## config.mk

```make
export PLATFORM = sky130hd
export DESIGN_NAME = store_buffer_flat
export DESIGN_NICKNAME = d
export VERILOG_FILES = /design/src/rtl/store_buffer_if.sv /design/src/rtl/store_buffer.sv /design/src/flat_wrapper.sv
export SDC_FILE = /design/constraint.sdc
export NUM_CORES = 1
export LEC_CHECK = 0
export CAP_MARGIN = 20
export CELL_PAD_IN_SITES_DETAIL_PLACEMENT = 1
export CELL_PAD_IN_SITES_GLOBAL_PLACEMENT = 1
export CORE_MARGIN = 10
export CORE_UTILIZATION = 42
export CTS_CLUSTER_DIAMETER = 60
export CTS_CLUSTER_SIZE = 20
export DETAILED_ROUTE_END_ITERATION = 12
export GPL_TIMING_DRIVEN = 0
export HOLD_SLACK_MARGIN = 0.08
export PLACE_DENSITY = 0.93
export SLEW_MARGIN = 20
export SYNTH_ARGS = -nofsm -noshare
export SYNTH_HDL_FRONTEND = slang
export SYNTH_SLANG_ARGS = --single-unit
```

## constraint.sdc

```tcl
create_clock -name clk -period 11.3 [get_ports clk]
set_input_delay 1.13 -clock clk [delete_from_list [all_inputs] [get_ports clk]]
set_output_delay 1.13 -clock clk [all_outputs]
set_load 0.01 [all_outputs]
```

## src/rtl/store_buffer_if.sv

```systemverilog
// store_buffer_if: pipeline store/load-check port and data-memory write port of the store buffer
interface store_buffer_if;
  logic        st_valid;
  logic        st_ready;
  logic [2:0]  st_funct3;
  logic [31:0] st_addr;
  logic [31:0] st_data;
  logic        st_err;
  logic [31:0] ld_addr;
  logic        ld_hit;
  logic        dmem_write;
  logic [31:0] dmem_address;
  logic [31:0] dmem_wdata;
  logic [3:0]  dmem_mbe;
  logic        dmem_resp;
  logic        empty;
  modport master (
    output st_valid, st_funct3, st_addr, st_data, ld_addr, dmem_resp,
    input  st_ready, st_err, ld_hit, dmem_write, dmem_address, dmem_wdata, dmem_mbe, empty
  );
  modport slave (
    input  st_valid, st_funct3, st_addr, st_data, ld_addr, dmem_resp,
    output st_ready, st_err, ld_hit, dmem_write, dmem_address, dmem_wdata, dmem_mbe, empty
  );
endinterface

```

## src/rtl/store_buffer.sv

```systemverilog
// store_buffer: posted-write FIFO that encodes SB/SH/SW stores and drains them to data memory
module store_buffer #(
  parameter int DEPTH = 2
) (
  input logic clk,
  input logic rst,
  store_buffer_if.slave sb
);
  localparam int AW = $clog2(DEPTH);
  localparam int CW = $clog2(DEPTH + 1);
  typedef enum logic {IDLE, WRITE} state_t;
  state_t state;
  logic [AW-1:0] head, tail, off;
  logic [CW-1:0] count;
  logic [29:0] addr_q [DEPTH];
  logic [3:0] mbe_q [DEPTH];
  logic [31:0] wdata_q [DEPTH];
  logic [1:0] a;
  logic ok, accept, push, pop, err_q, hit;
  logic [3:0] mask;
  logic [31:0] wdata;
  assign a = sb.st_addr[1:0];
  assign ok = sb.st_funct3 == 3'b000 || (sb.st_funct3 == 3'b001 && !a[0]) || (sb.st_funct3 == 3'b010 && a == 2'b00);
  assign mask = sb.st_funct3 == 3'b000 ? 4'b0001 << a : sb.st_funct3 == 3'b001 ? 4'b0011 << a : 4'b1111;
  assign wdata = sb.st_funct3 == 3'b000 ? {4{sb.st_data[7:0]}} : sb.st_funct3 == 3'b001 ? {2{sb.st_data[15:0]}} : sb.st_data;
  assign sb.st_ready = count < CW'(DEPTH);
  assign accept = sb.st_valid && sb.st_ready;
  assign push = accept && ok;
  assign pop = state == WRITE && sb.dmem_resp;
  assign sb.st_err = err_q;
  assign sb.empty = count == '0 && state == IDLE;
  assign sb.dmem_write = state == WRITE;
  assign sb.dmem_address = {addr_q[head], 2'b00};
  assign sb.dmem_mbe = mbe_q[head];
  assign sb.dmem_wdata = wdata_q[head];
  assign sb.ld_hit = hit;
  // a slot is live when its distance from head is below count; any live word match flags the load
  always_comb begin
    hit = 1'b0;
    off = '0;
    for (int i = 0; i < DEPTH; i++) begin
      off = AW'(i) - head;
      hit = hit | (CW'(off) < count && addr_q[i] == sb.ld_addr[31:2]);
    end
  end
  // drain FSM, FIFO pointers/count and the one-cycle drop pulse
  always_ff @(posedge clk) begin
    if (!rst) begin
      state <= IDLE;
      head <= '0;
      tail <= '0;
      count <= '0;
      err_q <= 1'b0;
    end else begin
      err_q <= accept && !ok;
      count <= count + CW'(push) - CW'(pop);
      if (push) tail <= tail + 1'b1;
      if (pop) head <= head + 1'b1;
      state <= state == IDLE ? (count != '0 ? WRITE : IDLE) : (sb.dmem_resp ? IDLE : WRITE);
    end
  end
  // entry payload written at the tail; validity comes from count, so no reset is needed
  always_ff @(posedge clk) begin
    if (push) begin
      addr_q[tail] <= sb.st_addr[31:2];
      mbe_q[tail] <= mask;
      wdata_q[tail] <= wdata;
    end
  end
endmodule

```

## src/flat_wrapper.sv

```systemverilog
// flat-port wrapper written by rule: the top's interface ports become plain ports
module store_buffer_flat 
#(
  parameter int DEPTH = 2
)
  (clk, rst, sb_st_valid, sb_st_funct3, sb_st_addr, sb_st_data, sb_ld_addr, sb_dmem_resp, sb_st_ready, sb_st_err, sb_ld_hit, sb_dmem_write, sb_dmem_address, sb_dmem_wdata, sb_dmem_mbe, sb_empty);
  store_buffer_if sb_i ();
  input logic clk;
  input logic rst;
  input wire logic [$bits(sb_i.st_valid)-1:0] sb_st_valid;
  input wire logic [$bits(sb_i.st_funct3)-1:0] sb_st_funct3;
  input wire logic [$bits(sb_i.st_addr)-1:0] sb_st_addr;
  input wire logic [$bits(sb_i.st_data)-1:0] sb_st_data;
  input wire logic [$bits(sb_i.ld_addr)-1:0] sb_ld_addr;
  input wire logic [$bits(sb_i.dmem_resp)-1:0] sb_dmem_resp;
  output wire logic [$bits(sb_i.st_ready)-1:0] sb_st_ready;
  output wire logic [$bits(sb_i.st_err)-1:0] sb_st_err;
  output wire logic [$bits(sb_i.ld_hit)-1:0] sb_ld_hit;
  output wire logic [$bits(sb_i.dmem_write)-1:0] sb_dmem_write;
  output wire logic [$bits(sb_i.dmem_address)-1:0] sb_dmem_address;
  output wire logic [$bits(sb_i.dmem_wdata)-1:0] sb_dmem_wdata;
  output wire logic [$bits(sb_i.dmem_mbe)-1:0] sb_dmem_mbe;
  output wire logic [$bits(sb_i.empty)-1:0] sb_empty;
  assign sb_i.st_valid = sb_st_valid;
  assign sb_i.st_funct3 = sb_st_funct3;
  assign sb_i.st_addr = sb_st_addr;
  assign sb_i.st_data = sb_st_data;
  assign sb_i.ld_addr = sb_ld_addr;
  assign sb_i.dmem_resp = sb_dmem_resp;
  assign sb_st_ready = sb_i.st_ready;
  assign sb_st_err = sb_i.st_err;
  assign sb_ld_hit = sb_i.ld_hit;
  assign sb_dmem_write = sb_i.dmem_write;
  assign sb_dmem_address = sb_i.dmem_address;
  assign sb_dmem_wdata = sb_i.dmem_wdata;
  assign sb_dmem_mbe = sb_i.dmem_mbe;
  assign sb_empty = sb_i.empty;
  store_buffer #(.DEPTH(DEPTH)) u_core (.clk(clk), .rst(rst), .sb(sb_i));
endmodule
```

==> results by group, run 1 <==
Job
  • Max-Cap Viols: 0

STA
  • RSZ-0062 raised after global routing: no
  • Crit share post-route: 41.4%
  • Clock Skews: 0.00710 ns
  • Final Hold Vio Count: 0
  • Max-slew violation count: 0
  • Final setup vio count: 0
  • Worst Tran Pin Value: 0.899 ns
  • WHS: between 0.5 and 0.6 ns
  • Worst slew margin: 39.7%
  • Setup TNS: 0 ns
  • Final Critical Period: 4.68 ns
  • Max Clk Rate: 214 MHz

Power and ir drop
  • Switching share of power: 23.1%
  • Clk network pwr share: 40.5%
  • VDD IR max: 0.102 mV
  • Sequential share of power: 42.0%
  • Net switching power: roughly 330 uW
  • Leak Pwr: around 3.0 nW
  • Int Power: 1.09 mW
  • Pwr Density: 160 nW/um^2
  • Comb pwr share: 17.5%

Placement
  • GPL Wtd Cong: 0.865
  • Number of buffer cells added on primary ports: 170
  • Placed cells: approximately 740
  • Post-DP HPWL: 14.5 mm

Critical path
  • Required time of the worst setup path: 10.17 ns
  • Crit Path Class: primary input to output port
  • CP Capture Type: output port
  • Most used cell, CP: clkdlybuf4s50_1
  • CP max stage cell: clkdlybuf4s50_1
  • Crit-path leading delay family: buffers and inverters
  • Type of origin of the critical path: primary input
  • Data arrival, critical path: 3.55 ns
  • Bufs and invs on worst path: 2
  • Worst path max stage delay: roughly 0.63 ns
  • Critical path cell sequence: clkdlybuf4s50_1 > xor2_1 > nor4_1 > nand4_1 > o41ai_1 > clkdlybuf4s50_1
  • Max FO, Critical Path: 2

Logic synthesis
  • Adder-Cell Fraction of Synth Area: 1.00%
  • Synthesized instance count: 386
  • Count of different cell masters after synthesis: 35
  • Asr flop ratio synth: 0%
  • XOR/XNOR share of the synthesized area: ~8.8%
  • Flip-flop and latch count after synthesis: around 140
  • Avg Cell Area, Syn: 16.2 um^2
  • Largest family of logic cells by synthesized area: multiplexers
  • Synth Area in Compound Gates: ~1.7%
  • Post-Synth Simple-Gate Area: 4.88%
  • Top FF cell, synth: edfxtp_1
  • Sequential-to-total area share from yosys stat: 65.8%
  • Mux share of post-synthesis cell area: 16.3%
  • Post-Syn Area: 6240 um^2
  • Synth warn: 0
  • EDFF count, synth: 132

Final layout
  • Filler Cell Count: roughly 1400
  • Fin cells: ~780
  • Syn-to-layout area delta: 41.9%
  • Layout cells sized above 1: 22.3%
  • Diodes inserted: 0
  • Number of nets in the layout: 687

Clock tree
  • Post-CTS setup buffers: 0
  • Post-CTS Hold Buffers: 0
  • Root buffer cell: clkbuf_16
  • CTS buffer count: 17
  • Number of gates resized after cts: 0
  • Worst-Skew Late Latency: 0.42 ns
  • Clk sinks: 139
  • Clock transition at the registers of the reported paths: 0.06 ns
  • Depth of the CTS H-tree: 4
  • CTS tree: done
  • Clock Tree Buf Depth: 2

Detailed routing
  • Residual DRC: 0
  • Via count: 4041
  • Drt initial violations: 156
  • WL per Instance: around 25 um
  • DRT antenna net count: 0
  • Final WL: 19.4 mm
  • 1st-pass router iterations: 4
  • DR vias/cell: 5.21

Die
  • Starting density of the core: between 40% and 50%
  • Core footprint: about 15000 um^2
  • Die Span X: 142 um
  • Row count: between 40 and 50
  • Chip Height: 142 um
  • Die ar.: between 20000 and 25000 um^2
  • I/O pin count: roughly 180

Global route
  • Vias in the first global route: 4826
  • Largest net degree at the start of global routing: 36
  • Initial antenna violation count: 0
  • First-pass GRT wire length: 29.0 mm
  • GRT Residual Overflow: 0
  • Gr usage total: 19.4%

Min path
  • Worst min path class: register to register

Status
  • Status: finished clean
==> synth_stat cells (3+ instances only) <==
library cell | instances | area (um^2)
a21oi_1 | 10 | 50.1
and2_1 | 4 | 25.0
buf_2 | 8 | 40.0
dfxtp_1 | 7 | 140
edfxtp_1 | 132 | 3960
ha_1 | 5 | 62.6
inv_1 | 5 | 18.8
mux2_2 | 82 | 923
mux2i_1 | 9 | 90.1
nand2_1 | 5 | 18.8
nand3_1 | 3 | 15.0
nand4_1 | 8 | 50.1
nor2_1 | 10 | 37.5
nor2b_1 | 3 | 18.8
nor3_1 | 3 | 15.0
nor4_1 | 7 | 43.8
xnor2_1 | 33 | 289
xor2_1 | 30 | 263
==> flip-flops by register name, indices dropped and copies added, names as in the netlist, named ones only <==
| name | cells |
|---|---|
| u_core.sb.dmem_write | 1 |
| u_core.count | 2 |
| u_core.tail | 1 |
| u_core.mbe_q | 8 |
| u_core.head | 1 |
| u_core.wdata_q | 64 |
| u_core.addr_q | 60 |
| u_core.sb.st_err | 1 |
==> final timing paths <==
kind / startpoint / end / slack (ns) / cells after the start
worst max-delay path: sb_ld_addr[23] / sb_ld_hit / 6.62 / 6
worst min-delay path: u_core.count[0]$_SDFF_PN0_ / u_core.sb.dmem_write$_SDFF_PN0_ / 0.60 / 2
worst max register to register: u_core.count[1]$_SDFF_PN0_ / u_core.wdata_q[0][30]$_DFFE_PP_ / 9.11 / 4
worst min register to register: u_core.count[0]$_SDFF_PN0_ / u_core.sb.dmem_write$_SDFF_PN0_ / 0.60 / 2
==> layout make-up <==
cell class	count	area, um^2	share of cell area [%]
inverter	5	18.8	0.212
clock inverter	14	178	2.01
buffer	13	73.8	0.834
timing repair buffer	173	1760	19.9
tap	184	230	2.60
clock buffer	18	429	4.85
multi-input combinational	230	2050	23.2
sequential	139	4100	46.4
==> through the flow <==
| step | cell area, um^2 | util (%) | setup slack, ns | power [mW] |
|---|---|---|---|---|
| 5_1_grt | 8850 | 60.9 | 6.55 | 1.46 |
| 6_report | 8850 | 60.9 | 6.62 | 1.41 |
| 4_1_cts | 8850 | 60.9 | 6.64 | 1.43 |
| 2_1_floorplan | 6240 | - | 6.06 | 0.710 |
| 3_5_place_dp | 8240 | 56.7 | 6.67 | 0.851 |
| 3_3_place_gp | 8170 | 56.2 | 3.77 | 0.838 |
==> layout by cell type, fill, tap and decap left out, types with 6 or more instances in the layout <==
master	instances
clkdlybuf4s50_1	170
edfxtp_1	132
mux2_2	82
xnor2_1	33
xor2_1	30
clkbuf_16	17
nor2_1	10
a21oi_1	10
mux2i_1	9
buf_2	8
nand4_1	8
nor4_1	7
dfxtp_1	7
clkinv_2	6
==> logic make-up after synthesis <==
| kind of cell | count (synthesis) |
|---|---|
| flops | 139 |
| mux | 91 |
| xor+xnor | 63 |
| simple gates | 53 |
| buf+inv | 18 |
| compound gates | 16 |
| fa+ha+maj | 5 |
| other cells | 1 |
==> power by group through the flow <==
stage / combinational (mW) / sequential, mW / clock, mW
3_3_place_gp: 0.235 / 0.603 / 0
4_1_cts: 0.251 / 0.593 / 0.582
5_1_grt: 0.264 / 0.595 / 0.604
6_report: 0.247 / 0.593 / 0.573
3_5_place_dp: 0.247 / 0.604 / 0
2_1_floorplan: 0.108 / 0.602 / 0
==> per-layer routing <==
layer / routed length [um] / track usage, % / part of all wire (%)
met1: 7220 / 19.9 / 37
met2: 9880 / 33.9 / 51
met3: 1730 / 7.61 / 8.9
met4: 560 / 8.88 / 2.9
met5: 0 / 0 / 0
==> worst register-to-register path: cells and delay by family, from the launching register on <==
family	cells	cell delay (ns)
buffers and inverters	1	0.28
AND/OR/NAND/NOR	2	0.91
flip-flops	1	0.37
AO/OA/AOI/OAI	1	0.31
(Power assumes the default switching activity.)
==> inputs of run 2 (changes only) <==
--- a/config.mk
+++ b/config.mk
@@ -9,13 +9,13 @@
 export CELL_PAD_IN_SITES_DETAIL_PLACEMENT = 1
 export CELL_PAD_IN_SITES_GLOBAL_PLACEMENT = 1
 export CORE_MARGIN = 10
-export CORE_UTILIZATION = 42
+export CORE_UTILIZATION = 35
 export CTS_CLUSTER_DIAMETER = 60
 export CTS_CLUSTER_SIZE = 20
 export DETAILED_ROUTE_END_ITERATION = 12
 export GPL_TIMING_DRIVEN = 0
 export HOLD_SLACK_MARGIN = 0.08
-export PLACE_DENSITY = 0.93
+export PLACE_DENSITY = 0.84
 export SLEW_MARGIN = 20
 export SYNTH_ARGS = -nofsm -noshare
 export SYNTH_HDL_FRONTEND = slang
==> constraint.sdc (replaced) <==
create_clock -name clk -period 4.2 [get_ports clk]
set_input_delay 0.42 -clock clk [delete_from_list [all_inputs] [get_ports clk]]
set_output_delay 0.42 -clock clk [all_outputs]
set_load 0.01 [all_outputs]
==> run 2 against run 1 <==
Core utilization decreased by 9.9 points; sequential cell count stayed put; combinational power rose to 2.7 times the previous value; global-route usage shrank 3.2 points; die area up 17%; cell count increased by 5.3%; register-to-register slack got worse by 7.2 ns; largest power group unchanged.
==> results by group, run 2 (synthesis results as in run 1) <==
Status
  • Status: finished clean

STA
  • Worst Tran Pin Value: ~0.85 ns
  • PnR worst setup slack: 0.926 ns
  • RSZ-0062 raised after global routing: no
  • Crit share post-route: 77.9%
  • Max-slew violation count: 0
  • Final Hold Vio Count: 0
  • Final Critical Period: 3.27 ns
  • Worst slew margin: 43.2%
  • WHS: 0.473 ns
  • Clock Skews: 0.00560 ns
  • Final setup vio count: 0
  • Max Clk Rate: 305 MHz

Final layout
  • Number of nets in the layout: around 690
  • Commonest non-fill, non-tap cell in the layout: clkdlybuf4s50_1
  • Layout cells sized above 1: 21.7%
  • Most frequent cells in the layout: 170 x clkdlybuf4s50_1, 132 x edfxtp_1, 82 x mux2_2, 33 x xnor2_1, 30 x xor2_1
  • Final core occ: 51.0%
  • Syn-to-layout area delta: 41.9%
  • Filler Cell Count: 1674
  • Largest Register: u_core.wdata_q
  • Top flop regs: u_core.wdata_q (64), u_core.addr_q (60), u_core.mbe_q (8)
  • Largest register FFs: 64
  • Post-route cell area: 8850 um^2

Global route
  • Initial antenna violation count: 1
  • Largest net degree at the start of global routing: 37
  • Vias in the first global route: 4596
  • Gr usage total: 16.1%
  • GRT Residual Overflow: 0
  • First-pass GRT wire length: 29.1 mm

Clock tree
  • Post-CTS setup buffers: 0
  • Worst-Skew Late Latency: 0.41 ns
  • Clock Tree Buf Depth: 2
  • Clk sinks: 139
  • CTS buffer count: 17
  • Post-CTS Hold Buffers: 0
  • Number of gates resized after cts: 0
  • CTS tree: done
  • Root buffer cell: clkbuf_16
  • Depth of the CTS H-tree: 4
  • Clock transition at the registers of the reported paths: 0.06 ns

Die
  • Row count: 48
  • Die Span X: 153 um
  • I/O pin count: 176
  • Starting density of the core: between 30% and 40%
  • Core footprint: 17400 um^2
  • Die ar.: between 20000 and 25000 um^2
  • Chip Height: between 150 and 200 um

Detailed routing
  • DR vias/cell: 4.93
  • Final WL: 19.0 mm
  • Via count: 4031
  • WL per Instance: around 23 um
  • Drt initial violations: ~150
  • DRT antenna net count: 0
  • 1st-pass router iterations: 6
  • Residual DRC: 0

Critical path
  • Data arrival, critical path: 2.85 ns
  • R2R Setup Slk: around 1.9 ns
  • Crit Path Class: primary input to output port
  • Most used cell, CP: clkdlybuf4s50_1
  • Worst path max stage delay: ~0.63 ns
  • Crit-path leading delay family: buffers and inverters
  • Max FO, Critical Path: 2
  • Critical path cell sequence: clkdlybuf4s50_1 > xnor2_1 > nand4_1 > nor3_1 > nand3_1 > o41ai_1 > clkdlybuf4s50_1
  • Required time of the worst setup path: 3.78 ns
  • CP max stage cell: clkdlybuf4s50_1
  • Type of origin of the critical path: primary input
  • CP Capture Type: output port
  • Bufs and invs on worst path: 2

Job
  • Max-Cap Viols: 0

Placement
  • DP Worst Slack: 0.883 ns
  • Number of buffer cells added on primary ports: 170
  • GPL Wtd Cong: 0.904
  • Post-DP HPWL: ~14 mm
  • Placed Area: 8290 um^2

Power and ir drop
  • Leak Pwr: 2.99 nW
  • VDD IR max: 0.254 mV
  • Total power: around 3.7 mW
  • Pwr Density: between 400 and 500 nW/um^2

Min path
  • Worst min path class: primary input to register
## run 2: worst reg2reg max path, delay by kind of cell, from the launching register on
kind / cells / cell delay, ns
buffers and inverters: 1 / 0.28
AO/OA/AOI/OAI: 1 / 0.31
flip-flops: 1 / 0.36
AND/OR/NAND/NOR: 2 / 0.99
## run 2: report_power, final
group          switching [mW]  internal, mW  total (mW)
Combinational           0.291         0.368       0.659
Clock                   0.564         0.859        1.42
Sequential             0.0234          1.57        1.59
## run 2: worst paths after layout
check,startpoint,to,depth (start not counted)
setup / recovery,sb_ld_addr[3],sb_ld_hit,7
hold / removal,sb_st_funct3[0],u_core.mbe_q[0][3]$_DFFE_PP_,3
setup reg to reg,u_core.count[1]$_SDFF_PN0_,u_core.wdata_q[0][6]$_DFFE_PP_,4
hold reg to reg,u_core.count[0]$_SDFF_PN0_,u_core.sb.dmem_write$_SDFF_PN0_,2
## run 2: through the flow
| stage | cells | TNS [ns] |
|---|---|---|
| after global placement | 782 | -82.75 |
| after global routing | 816 | 0 |
| after floorplan | 387 | 0 |
| after detailed placement | 785 | 0 |
| after CTS | 816 | 0 |
| final | 817 | 0 |
## run 2: area by class of cell
| cell class | count | area [um^2] | share of cell area, % |
|---|---|---|---|
| inverters | 5 | 18.8 | 0.212 |
| multi-input cells | 230 | 2050 | 23.2 |
| plain buffers | 13 | 73.8 | 0.834 |
| clock buffers | 17 | 425 | 4.81 |
| flip-flops and latches | 139 | 4100 | 46.4 |
| well taps | 225 | 282 | 3.18 |
| repair buffers | 173 | 1760 | 19.9 |
| diodes | 1 | 2.50 | 0.0283 |
| clock inverters | 14 | 130 | 1.47 |
## run 2: metal layers
metal | part of all wire (%) | GRT usage, % | vias up
met5 | 0 | 0 | -
li1 | - | - | 1837
met1 | 40 | 18.8 | 1994
met4 | 1.0 | 4.14 | 0
met2 | 50 | 26.9 | 183
met3 | 9.5 | 6.59 | 17
